===== src/rtl/isp_div_seq.sv =====
// rtl/isp_div_seq.sv - sequential restoring divider, one quotient bit per cycle
module isp_div_seq #(
  parameter int WIDTH = 36
) (
  input  logic             pclk,
  input  logic             rst,
  input  logic             start,
  input  logic [WIDTH-1:0] num,
  input  logic [WIDTH-1:0] den,
  output logic [WIDTH-1:0] quot,
  output logic             done
);

  localparam int CW = $clog2(WIDTH + 1);

  logic [WIDTH-1:0] rem_q;
  logic [WIDTH-1:0] den_q;
  logic [WIDTH-1:0] shf_q;
  logic [CW-1:0]    cnt_q;
  logic             run_q;
  logic [WIDTH:0]   trial;
  logic             fits;

  // Next partial remainder: shift in the next numerator bit, MSB first.
  always_comb begin
    trial = {rem_q, shf_q[WIDTH-1]};
    fits  = (trial >= {1'b0, den_q});
  end

  // Load on start (restarting any run in flight), then one restoring step per cycle.
  always_ff @(posedge pclk or posedge rst) begin
    if (rst) begin
      rem_q <= '0;
      den_q <= '0;
      shf_q <= '0;
      cnt_q <= '0;
      run_q <= 1'b0;
      done  <= 1'b0;
    end else begin
      done <= 1'b0;
      if (start) begin
        rem_q <= '0;
        den_q <= den;
        shf_q <= num;
        cnt_q <= CW'(WIDTH);
        run_q <= 1'b1;
      end else if (run_q) begin
        if (fits) begin
          rem_q <= WIDTH'(trial - {1'b0, den_q});
          shf_q <= {shf_q[WIDTH-2:0], 1'b1};
        end else begin
          rem_q <= trial[WIDTH-1:0];
          shf_q <= {shf_q[WIDTH-2:0], 1'b0};
        end
        cnt_q <= cnt_q - 1'b1;
        if (cnt_q == CW'(1)) begin
          run_q <= 1'b0;
          done  <= 1'b1;
        end
      end
    end
  end

  assign quot = shf_q;

endmodule


===== src/rtl/isp_awb_gain.sv =====
// rtl/isp_awb_gain.sv - gray-world R/B white-balance gain computation
module isp_awb_gain #(
  parameter int OUT_BITS  = 32,
  parameter int GAIN_BITS = 8,
  parameter int GAIN_FRAC = 4,
  parameter int MIN_CNT   = 1024
) (
  input  logic                 pclk,
  input  logic                 rst,
  input  logic                 enable,
  input  logic                 in_done,
  input  logic [OUT_BITS-1:0]  in_cnt,
  input  logic [OUT_BITS-1:0]  in_sum_r,
  input  logic [OUT_BITS-1:0]  in_sum_g,
  input  logic [OUT_BITS-1:0]  in_sum_b,
  output logic [GAIN_BITS-1:0] out_gain_r,
  output logic [GAIN_BITS-1:0] out_gain_b,
  output logic                 out_valid,
  output logic                 out_skip,
  output logic                 busy
);

  localparam int N = OUT_BITS + GAIN_FRAC;
  localparam logic [GAIN_BITS-1:0] UNITY = GAIN_BITS'(1 << GAIN_FRAC);

  typedef enum logic [1:0] {IDLE, DIV_R, DIV_B, UPDATE} state_t;

  state_t state, state_nxt;

  logic [OUT_BITS-1:0]  hold_cnt;
  logic [OUT_BITS-1:0]  hold_r;
  logic [OUT_BITS-1:0]  hold_g;
  logic [OUT_BITS-1:0]  hold_b;
  logic [GAIN_BITS-1:0] new_gain_r;
  logic [GAIN_BITS-1:0] new_gain_b;
  logic                 div_kick;
  logic                 div_start;
  logic [N-1:0]         div_num;
  logic [N-1:0]         div_den;
  logic [N-1:0]         div_quot;
  logic                 div_done;
  logic                 accept;

  // Zero divisor means no information for that channel, so fall back to unity;
  // otherwise floor quotient clipped to the largest representable gain.
  function automatic logic [GAIN_BITS-1:0] shape_gain(input logic [N-1:0] q,
                                                      input logic den_zero);
    if (den_zero)
      return UNITY;
    else if (|q[N-1:GAIN_BITS])
      return '1;
    else
      return q[GAIN_BITS-1:0];
  endfunction

  assign accept = (state == IDLE) && in_done;

  // State register.
  always_ff @(posedge pclk or posedge rst) begin
    if (rst)
      state <= IDLE;
    else
      state <= state_nxt;
  end

  // Next-state logic; frame strobes outside IDLE are dropped.
  always_comb begin
    state_nxt = state;
    case (state)
      IDLE:    if (in_done)  state_nxt = DIV_R;
      DIV_R:   if (div_done) state_nxt = DIV_B;
      DIV_B:   if (div_done) state_nxt = UPDATE;
      UPDATE:  state_nxt = IDLE;
      default: state_nxt = IDLE;
    endcase
  end

  // Divider operands: R division kicked off the cycle after acceptance,
  // B division chained in the same cycle the R result comes out.
  always_comb begin
    div_start = div_kick || ((state == DIV_R) && div_done);
    div_num   = {hold_g, {GAIN_FRAC{1'b0}}};
    div_den   = div_kick ? {{GAIN_FRAC{1'b0}}, hold_r} : {{GAIN_FRAC{1'b0}}, hold_b};
  end

  isp_div_seq #(
    .WIDTH (N)
  ) u_div (
    .pclk  (pclk),
    .rst   (rst),
    .start (div_start),
    .num   (div_num),
    .den   (div_den),
    .quot  (div_quot),
    .done  (div_done)
  );

  // Holding registers, quotient capture and published gains.
  always_ff @(posedge pclk or posedge rst) begin
    if (rst) begin
      hold_cnt   <= '0;
      hold_r     <= '0;
      hold_g     <= '0;
      hold_b     <= '0;
      new_gain_r <= UNITY;
      new_gain_b <= UNITY;
      div_kick   <= 1'b0;
      out_gain_r <= UNITY;
      out_gain_b <= UNITY;
      out_valid  <= 1'b0;
      out_skip   <= 1'b0;
    end else begin
      div_kick  <= accept;
      out_valid <= 1'b0;
      out_skip  <= 1'b0;
      if (accept) begin
        hold_cnt <= in_cnt;
        hold_r   <= in_sum_r;
        hold_g   <= in_sum_g;
        hold_b   <= in_sum_b;
      end
      if ((state == DIV_R) && div_done)
        new_gain_r <= shape_gain(div_quot, hold_r == '0);
      if ((state == DIV_B) && div_done)
        new_gain_b <= shape_gain(div_quot, hold_b == '0);
      if (state == UPDATE) begin
        out_valid <= 1'b1;
        if (hold_cnt < OUT_BITS'(MIN_CNT)) begin
          out_skip <= 1'b1;
        end else if (enable) begin
          out_gain_r <= new_gain_r;
          out_gain_b <= new_gain_b;
        end else begin
          out_gain_r <= UNITY;
          out_gain_b <= UNITY;
        end
      end
    end
  end

  assign busy = (state != IDLE) || out_valid;

endmodule


===== config.mk =====
export PLATFORM = sky130hd
export DESIGN_NAME = isp_awb_gain
export DESIGN_NICKNAME = d
export VERILOG_FILES = /design/src/rtl/isp_div_seq.sv /design/src/rtl/isp_awb_gain.sv
export SDC_FILE = /design/constraint.sdc
export NUM_CORES = 1
export LEC_CHECK = 0
export ABC_AREA = 1
export BUFFER_PORTS_ARGS = -buffer_cell sky130_fd_sc_hd__buf_2
export CAP_MARGIN = 20
export CORE_AREA = 4 4 168 170
export CTS_CLUSTER_DIAMETER = 60
export CTS_CLUSTER_SIZE = 24
export DETAILED_ROUTE_END_ITERATION = 8
export DIE_AREA = 0 0 172 174
export GPL_TIMING_DRIVEN = 0
export PLACE_DENSITY_LB_ADDON = 0.05
export SYNTH_ARGS = -nofsm -noshare
export SYNTH_HDL_FRONTEND = slang
export SYNTH_SLANG_ARGS = --single-unit
export TNS_END_PERCENT = 100

===== constraint.sdc =====
create_clock -name pclk -period 8.4 [get_ports pclk]
set_input_delay 1.68 -clock pclk [delete_from_list [all_inputs] [get_ports pclk]]
set_output_delay 1.68 -clock pclk [all_outputs]
set_load 0.02 [all_outputs]

==> flow_metrics.env, run 1 <==
export IMPL_status="complete, no violations"
export IMPL_track_usage_pct=26.93
export IMPL_post_cts_buffers=0
export IMPL_crit_chain="inv_1 -> ha_1 -> inv_1 -> or2_2 -> buf_2"
export IMPL_critPathSlowestCell="dfrtp_1"
export IMPL_dp_final_hpwl_mm=31.03
export IMPL_finalClockSkew_ns=0.03504
export IMPL_final_layout_size_suffix_gt1_share_pct=11.65
export IMPL_grt_max_degree=43
export IMPL_drv_cap=0
export IMPL_diodes=0
export IMPL_grt_ovfl_total=0
export IMPL_whs_ns=0.4809
export IMPL_vias=12680
export IMPL_clockRootBuffer="clkbuf_16"
export IMPL_drt_wl_total_mm=39.92
export IMPL_p_sw_share_pct=46.76
export IMPL_drt_iter0_markers=1019
export IMPL_clock_path_buffers=3
export IMPL_syn_area_um2=14230
export IMPL_area_growth_pct=16.01
export IMPL_fin_nets=2272
export IMPL_hold_violations=0
export IMPL_initial_utilization_pct=53.23
export IMPL_placed_cells=2411
export IMPL_synthTopCellsByCount="nand2_1, dfrtp_1, inv_1"
export IMPL_cts_resized=0
export IMPL_cp_num_buf_inv=3
export IMPL_rows=60
export IMPL_netlist_top_cells_area="dfrtp_1, nand2_1, inv_1"
export IMPL_portBuffers=140
export IMPL_fin_crit_sh_pct=41.57
export IMPL_placed_area_um2=15500
export IMPL_power_density_nw_per_um2=450.2
export IMPL_finish_utilization_pct=61.75
export IMPL_wl_met2_mm=19.44
export IMPL_met1Wirelength_mm=17.76
export IMPL_dieArea_um2=29930
export IMPL_synth_distinct_cells=37
export IMPL_synth_ff_type="dfrtp_1"
export IMPL_critPathKind="flip-flop to primary output"
export IMPL_routed_wl_met3_mm=1.552
export IMPL_p_int_mw=3.956
export IMPL_max_stage_delay_ns=0.41
export IMPL_power_total_mw=7.430
export IMPL_cts_hold_buf=0
export IMPL_place_ws_ns=4.460
export IMPL_syn_nets=2095
export IMPL_synth_cells=1923
export IMPL_tns_ns=0
export IMPL_fin_area_um2=16500
export IMPL_coreArea_um2=26730
export IMPL_syn_avg_cell_area_um2=7.398
export IMPL_ys_warn_count=0
export IMPL_yosysMostFrequentCell="nand2_1"
export IMPL_cts_sinks=267
export IMPL_yosys_area_top_type="dfrtp_1"
export IMPL_fmax_mhz=286.4
export IMPL_drv_slew=0
export IMPL_worstPathMaxFanout=4
export IMPL_p_clk_share_pct=18.0
export IMPL_antenna_found_initial=1
export IMPL_die_w_um=172
export IMPL_h_tree_depth=1
export IMPL_clk_latency_ns=0.56
export IMPL_crit_top_cell="inv_1"
export IMPL_final_setup_viol_count=0
export IMPL_power_static_leakage_nw=8.657
export IMPL_drt_pass1_iterations=6
export IMPL_netlist_area_leader_share_pct=46.26
export IMPL_relSlewSlack_pct=37.99
export IMPL_globalplace_congestion=0.9523
export IMPL_grt_pass1_vias=12860
export IMPL_arrival_ns=1.81
export IMPL_pwr_share_seq_pct=30.0
export IMPL_tightest_slew_ns=0.9302
export IMPL_p_switching_mw=3.474
export IMPL_die_h_um=174
export IMPL_cp_end_kind="primary output"
export IMPL_cts_tree="yes"
export IMPL_cts_clk_slew_worst_paths_ns=0.08
export IMPL_startpoint_type="flip-flop"
export IMPL_drc=0
export IMPL_seq_area_frac_synth_pct=47.00
export IMPL_grt_pass1_wl_mm=64.82
export IMPL_wl_per_cell_um=16.21
export IMPL_rsz0062_at_grt="false"
export IMPL_numCtsBuffers=28
export IMPL_min_period_ns=3.492
export IMPL_ir_worst_vdd_v=0.0002261
export IMPL_hold_path_class="flip-flop to flip-flop"
export IMPL_setup_slack_ns=4.908
export IMPL_crit_family="flip-flops"
export IMPL_routed_top_layer="met5"
export IMPL_drtAntennaViolNets=0
export IMPL_worstPathRequired_ns=6.72
export IMPL_ys_ff_latch=267
export IMPL_layoutNonFillerInstCount=2462
export IMPL_io_pins=151
export IMPL_comb_power_share_pct=52.0
export IMPL_viasPerCell=5.150
export IMPL_synth_edf_count=0
export IMPL_async_flop_share_pct=100.0
cell usage in the layout, fill, tap and decap left out, types with 13 or more instances in the layout:
master / Yosys / final
a21oi_1: 35 / 35
buf_2: 8 / 148
clkbuf_1: 50 / 51
clkbuf_16: 0 / 28
dfrtp_1: 263 / 263
ha_1: 39 / 39
inv_1: 262 / 261
nand2_1: 758 / 758
nand3_1: 112 / 112
nand4_1: 19 / 19
nor2_1: 74 / 74
nor4_1: 28 / 28
o21ai_0: 142 / 142
o221ai_1: 21 / 21
xnor2_1: 13 / 13
worst reg2reg max path, stage by stage (launching register included):
cell,delay (ns)
dfrtp_1,0.41
inv_1,0.13
ha_1,0.20
nand2_1,0.17
inv_2,0.22
clkbuf_1,0.72
clkbuf_1,0.61
nand2_1,0.25
nand2_1,0.12
layout make-up:
class | count | area, um2
timing repair buffer | 147 | 840.8
fill | 2561 | 10220
multi-input combinational | 1318 | 6223
clock buffer | 31 | 732.0
sequential | 267 | 6686
clock inverter | 20 | 274.0
inverter | 270 | 1017
tap | 341 | 426.7
buffer | 68 | 302.8
worst paths after layout:
path / start / to / slack [ns] / cells after the start
min reg2reg: hold_cnt[10]$_DFFE_PP0P_ / hold_cnt[10]$_DFFE_PP0P_ / 0.48 / 2
max reg2reg: state[0]$_DFFE_PP0P_ / hold_g[30]$_DFFE_PP0P_ / 5.51 / 8
min: hold_cnt[10]$_DFFE_PP0P_ / hold_cnt[10]$_DFFE_PP0P_ / 0.48 / 2
min in group asynchronous: rst / hold_r[9]$_DFFE_PP0P_ / 1.04 / 2
max: state[0]$_DFFE_PP0P_ / busy / 4.91 / 5
max in group asynchronous: rst / u_div.quot[28]$_DFFE_PP0P_ / 6.06 / 6
sequential cells by signal, indices dropped and copies added, names as in the netlist, 22 cells and up:
name,flops
u_div.den_q,32
hold_cnt,22
hold_b,32
hold_g,32
u_div.quot,36
u_div.rem_q,36
hold_r,32
metal layers:
metal	vias to the layer above	global-route usage, %
li1	6410	-
met1	5930	36.01
met2	275	46.66
met3	62	3.093
met4	2	6.813
met5	-	0
power by group through the flow:
| stage | logic, mW | clock network (mW) | registers, mW |
|---|---|---|---|
| floorplan | 2.82 | 0 | 2.18 |
| CTS | 3.86 | 1.36 | 2.22 |
| global route | 4.41 | 1.42 | 2.29 |
| global placement | 3.77 | 0 | 2.23 |
| detailed placement | 3.85 | 0 | 2.24 |
| finish | 3.86 | 1.34 | 2.23 |
kinds of logic (layout without fill, tap and decap cells):
logic type / count (synthesis) / after routing / synth area share [%]
AO/OA/AOI/OAI: 229 / 229 / 8.980
adder cells (fa/ha/maj): 40 / 40 / 3.571
AND/OR/NAND/NOR: 1034 / 1034 / 30.27
flip-flops: 267 / 267 / 47.00
XOR/XNOR: 15 / 15 / 0.9235
buffers and inverters: 338 / 536 / 9.252
Power figures use the tool's default switching activity.
==> inputs of run 2 (changes only) <==
--- a/config.mk
+++ b/config.mk
@@ -5,14 +5,14 @@
 export SDC_FILE = /design/constraint.sdc
 export NUM_CORES = 1
 export LEC_CHECK = 0
-export ABC_AREA = 1
+export ABC_AREA = 0
 export BUFFER_PORTS_ARGS = -buffer_cell sky130_fd_sc_hd__buf_2
 export CAP_MARGIN = 20
-export CORE_AREA = 4 4 168 170
+export CORE_AREA = 4 4 163 165
 export CTS_CLUSTER_DIAMETER = 60
 export CTS_CLUSTER_SIZE = 24
 export DETAILED_ROUTE_END_ITERATION = 8
-export DIE_AREA = 0 0 172 174
+export DIE_AREA = 0 0 167 169
 export GPL_TIMING_DRIVEN = 0
 export PLACE_DENSITY_LB_ADDON = 0.05
 export SYNTH_ARGS = -nofsm -noshare
==> constraint.sdc (replaced) <==
create_clock -name pclk -period 3.15 [get_ports pclk]
set_input_delay 0.63 -clock pclk [delete_from_list [all_inputs] [get_ports pclk]]
set_output_delay 0.63 -clock pclk [all_outputs]
set_load 0.02 [all_outputs]
==> flow_metrics.env, run 2 <==
export IMPL_status="complete, but fails checks"
export IMPL_violations="setup timing"
export IMPL_gr_usage_met2_pct=34.06
export IMPL_drtAntennaViolNets=0
export IMPL_h_tree_depth=1
export IMPL_yosys_area_top_type="dfrtp_1"
export IMPL_fin_nets=1625
export IMPL_synth_ff_type="dfrtp_1"
export IMPL_p_int_mw=5.192
export IMPL_critPathKind="flip-flop to flip-flop"
export IMPL_met3_usage_pct=3.783
export IMPL_crit_chain="ha_1 -> buf_6 -> nand4_1 -> or4_1 -> or4_4 -> o221a_1 -> o41a_1 -> buf_6 -> or3_4 -> o21ai_2 -> xnor2_1 -> a21oi_1"
export IMPL_critPathSlowestCell="or4_1"
export IMPL_whs_ns=0.2604
export IMPL_track_usage_pct=23.03
export IMPL_relSlewSlack_pct=38.94
export IMPL_fmax_mhz=306.9
export IMPL_reg2reg_setup_slack_ns=-0.11
export IMPL_clk_latency_ns=0.54
export IMPL_final_setup_viol_count=4
export IMPL_diodes=0
export IMPL_grt_ovfl_total=0
export IMPL_seq_area_frac_synth_pct=50.87
export IMPL_pwr_share_seq_pct=49.6
export IMPL_power_density_nw_per_um2=433.9
export IMPL_grt_pass1_vias=9937
export IMPL_grt_max_degree=43
export IMPL_ys_warn_count=0
export IMPL_io_pins=151
export IMPL_worstPathRequired_ns=3.55
export IMPL_crit_family="simple AND/OR/NAND/NOR gates"
export IMPL_cts_clk_slew_worst_paths_ns=0.08
export IMPL_initial_utilization_pct=52.50
export IMPL_yosysMostFrequentCell="dfrtp_1"
export IMPL_dieArea_um2=28220
export IMPL_vias=10110
export IMPL_final_common_cell="dfrtp_1"
export IMPL_wl_per_cell_um=18.56
export IMPL_finish_utilization_pct=63.53
export IMPL_comb_power_share_pct=2.4
export IMPL_r2r_end="u_div.rem_q[34]$_DFFE_PP0P_"
export IMPL_syn_avg_cell_area_um2=10.46
export IMPL_area_growth_pct=21.01
export IMPL_setup_slack_ns=-0.1079
export IMPL_p_sw_share_pct=24.77
export IMPL_drt_wl_total_mm=33.43
export IMPL_p_switching_mw=1.710
export IMPL_cts_tree="yes"
export IMPL_grt_busiest_layer="met1"
export IMPL_clock_path_buffers=3
export IMPL_p_clk_share_pct=48.0
export IMPL_grtUsageMet1_pct=35.85
export IMPL_netlist_area_leader_share_pct=50.07
export IMPL_synth_cells=1256
export IMPL_grt_pass1_wl_mm=53.35
export IMPL_drv_slew=0
export IMPL_synth_edf_count=0
export IMPL_viasPerCell=5.611
export IMPL_ys_ff_latch=267
export IMPL_async_flop_share_pct=100.0
export IMPL_power_static_leakage_nw=7.737
export IMPL_ir_worst_vdd_v=0.0003915
export IMPL_crit_top_cell="buf_6"
export IMPL_final_layout_size_suffix_gt1_share_pct=27.53
export IMPL_tns_ns=-0.2129
export IMPL_antenna_found_initial=2
export IMPL_cts_sinks=267
export IMPL_startpoint_type="flip-flop"
export IMPL_min_period_ns=3.258
export IMPL_dp_final_hpwl_mm=24.51
export IMPL_finalClockSkew_ns=0.01464
export IMPL_r2r_cells=12
export IMPL_cts_hold_buf=0
export IMPL_arrival_ns=3.66
export IMPL_rsz0062_at_grt="true"
export IMPL_drv_cap=0
export IMPL_netlist_top_cells_area="dfrtp_1, mux2_2, mux2i_1"
export IMPL_globalplace_congestion=0.9193
export IMPL_cp_num_buf_inv=2
export IMPL_portBuffers=140
export IMPL_drt_iter0_markers=726
export IMPL_drt_pass1_iterations=5
export IMPL_numCtsBuffers=25
export IMPL_synthTopCellsByCount="dfrtp_1, nand2_1, o21ai_0"
export IMPL_hold_path_class="primary input to asynchronous set/reset pin"
export IMPL_syn_area_um2=13140
export IMPL_coreArea_um2=25040
export IMPL_die_w_um=167
export IMPL_rows=58
export IMPL_max_stage_delay_ns=0.53
export IMPL_syn_nets=1428
export IMPL_final_cell_mix="dfrtp_1, nand2_1, buf_2, o21ai_0, mux2_2"
export IMPL_clockRootBuffer="clkbuf_16"
export IMPL_r2r_start="u_div.rem_q[14]$_DFFE_PP0P_"
export IMPL_cp_end_kind="flip-flop"
export IMPL_worstPathMaxFanout=5
export IMPL_synth_distinct_cells=54
export IMPL_hold_violations=0
export IMPL_die_h_um=169
export IMPL_tightest_slew_ns=0.9160
export IMPL_drc=0
export IMPL_fin_crit_sh_pct=103.4
==> run 2: final cells by class <==
| type | count | area (um2) |
|---|---|---|
| inverters | 49 | 187.7 |
| clock inverters | 19 | 289.0 |
| multi-input cells | 873 | 6311 |
| fillers | 2128 | 9131 |
| flip-flops and latches | 267 | 6686 |
| clock buffers | 26 | 629.4 |
| repair buffers | 171 | 1039 |
| well taps | 330 | 412.9 |
| plain buffers | 66 | 350.3 |
==> run 2: kinds of logic after synthesis <==
kind of cell / count (synthesis) / synth area share (%)
XOR/XNOR: 36 / 2.399
buffers and inverters: 116 / 3.427
flip-flops: 267 / 50.87
multiplexers: 197 / 16.14
AO/OA/AOI/OAI: 287 / 12.65
adder cells (fa/ha/maj): 40 / 3.865
AND/OR/NAND/NOR: 313 / 10.64
==> run 2: worst max-delay path by stage <==
stage	startpoint	end	slack [ns]	cells after the start
3_5_place_dp	u_div.rem_q[5]$_DFFE_PP0P_	u_div.rem_q[15]$_DFFE_PP0P_	-0.56	12
4_1_cts	u_div.rem_q[3]$_DFFE_PP0P_	u_div.rem_q[34]$_DFFE_PP0P_	-0.03	11
6_report	u_div.rem_q[14]$_DFFE_PP0P_	u_div.rem_q[34]$_DFFE_PP0P_	-0.11	12
3_3_place_gp	rst	hold_g[25]$_DFFE_PP0P_	-2.69	2
2_1_floorplan	rst	div_kick$_DFF_PP0_	-1.00	1
5_1_grt	u_div.rem_q[14]$_DFFE_PP0P_	u_div.rem_q[34]$_DFFE_PP0P_	-0.20	12
==> run 2: power groups by stage <==
stage	Combinational (mW)	Sequential (mW)	Clock [mW]
final	0.164	3.42	3.31
after global routing	0.186	3.42	3.55
after CTS	0.170	3.42	3.39
after detailed placement	0.170	3.49	0
after global placement	0.149	3.50	0
after floorplan	0.0536	3.49	0
==> run 2: metal layers <==
metal | up-vias | share of wire [%] | wire [um]
met4 | 4 | 2.5 | 846
met5 | - | 0.057 | 19
li1 | 4868 | - | -
met3 | 61 | 6.0 | 2007
met2 | 291 | 43 | 14390
met1 | 4882 | 48 | 16160
==> run 2: repair_timing <==
action	in CTS	in global routing
setup buffers	7	14
pin swaps	4	21
resized for setup	26	72
setup endpoints to repair	37	37
cloned	0	3
==> run 2: stage by stage <==
stage | area (um2) | setup WS [ns] | total power [mW] | instances
2_1_floorplan | 13150 | -1.002 | 3.548 | 1256
3_3_place_gp | 14260 | -2.691 | 3.644 | 1726
3_5_place_dp | 14380 | -0.5636 | 3.662 | 1732
4_1_cts | 15490 | -0.02751 | 6.987 | 1784
5_1_grt | 15910 | -0.1958 | 7.158 | 1801
6_report | 15910 | -0.1079 | 6.902 | 1801
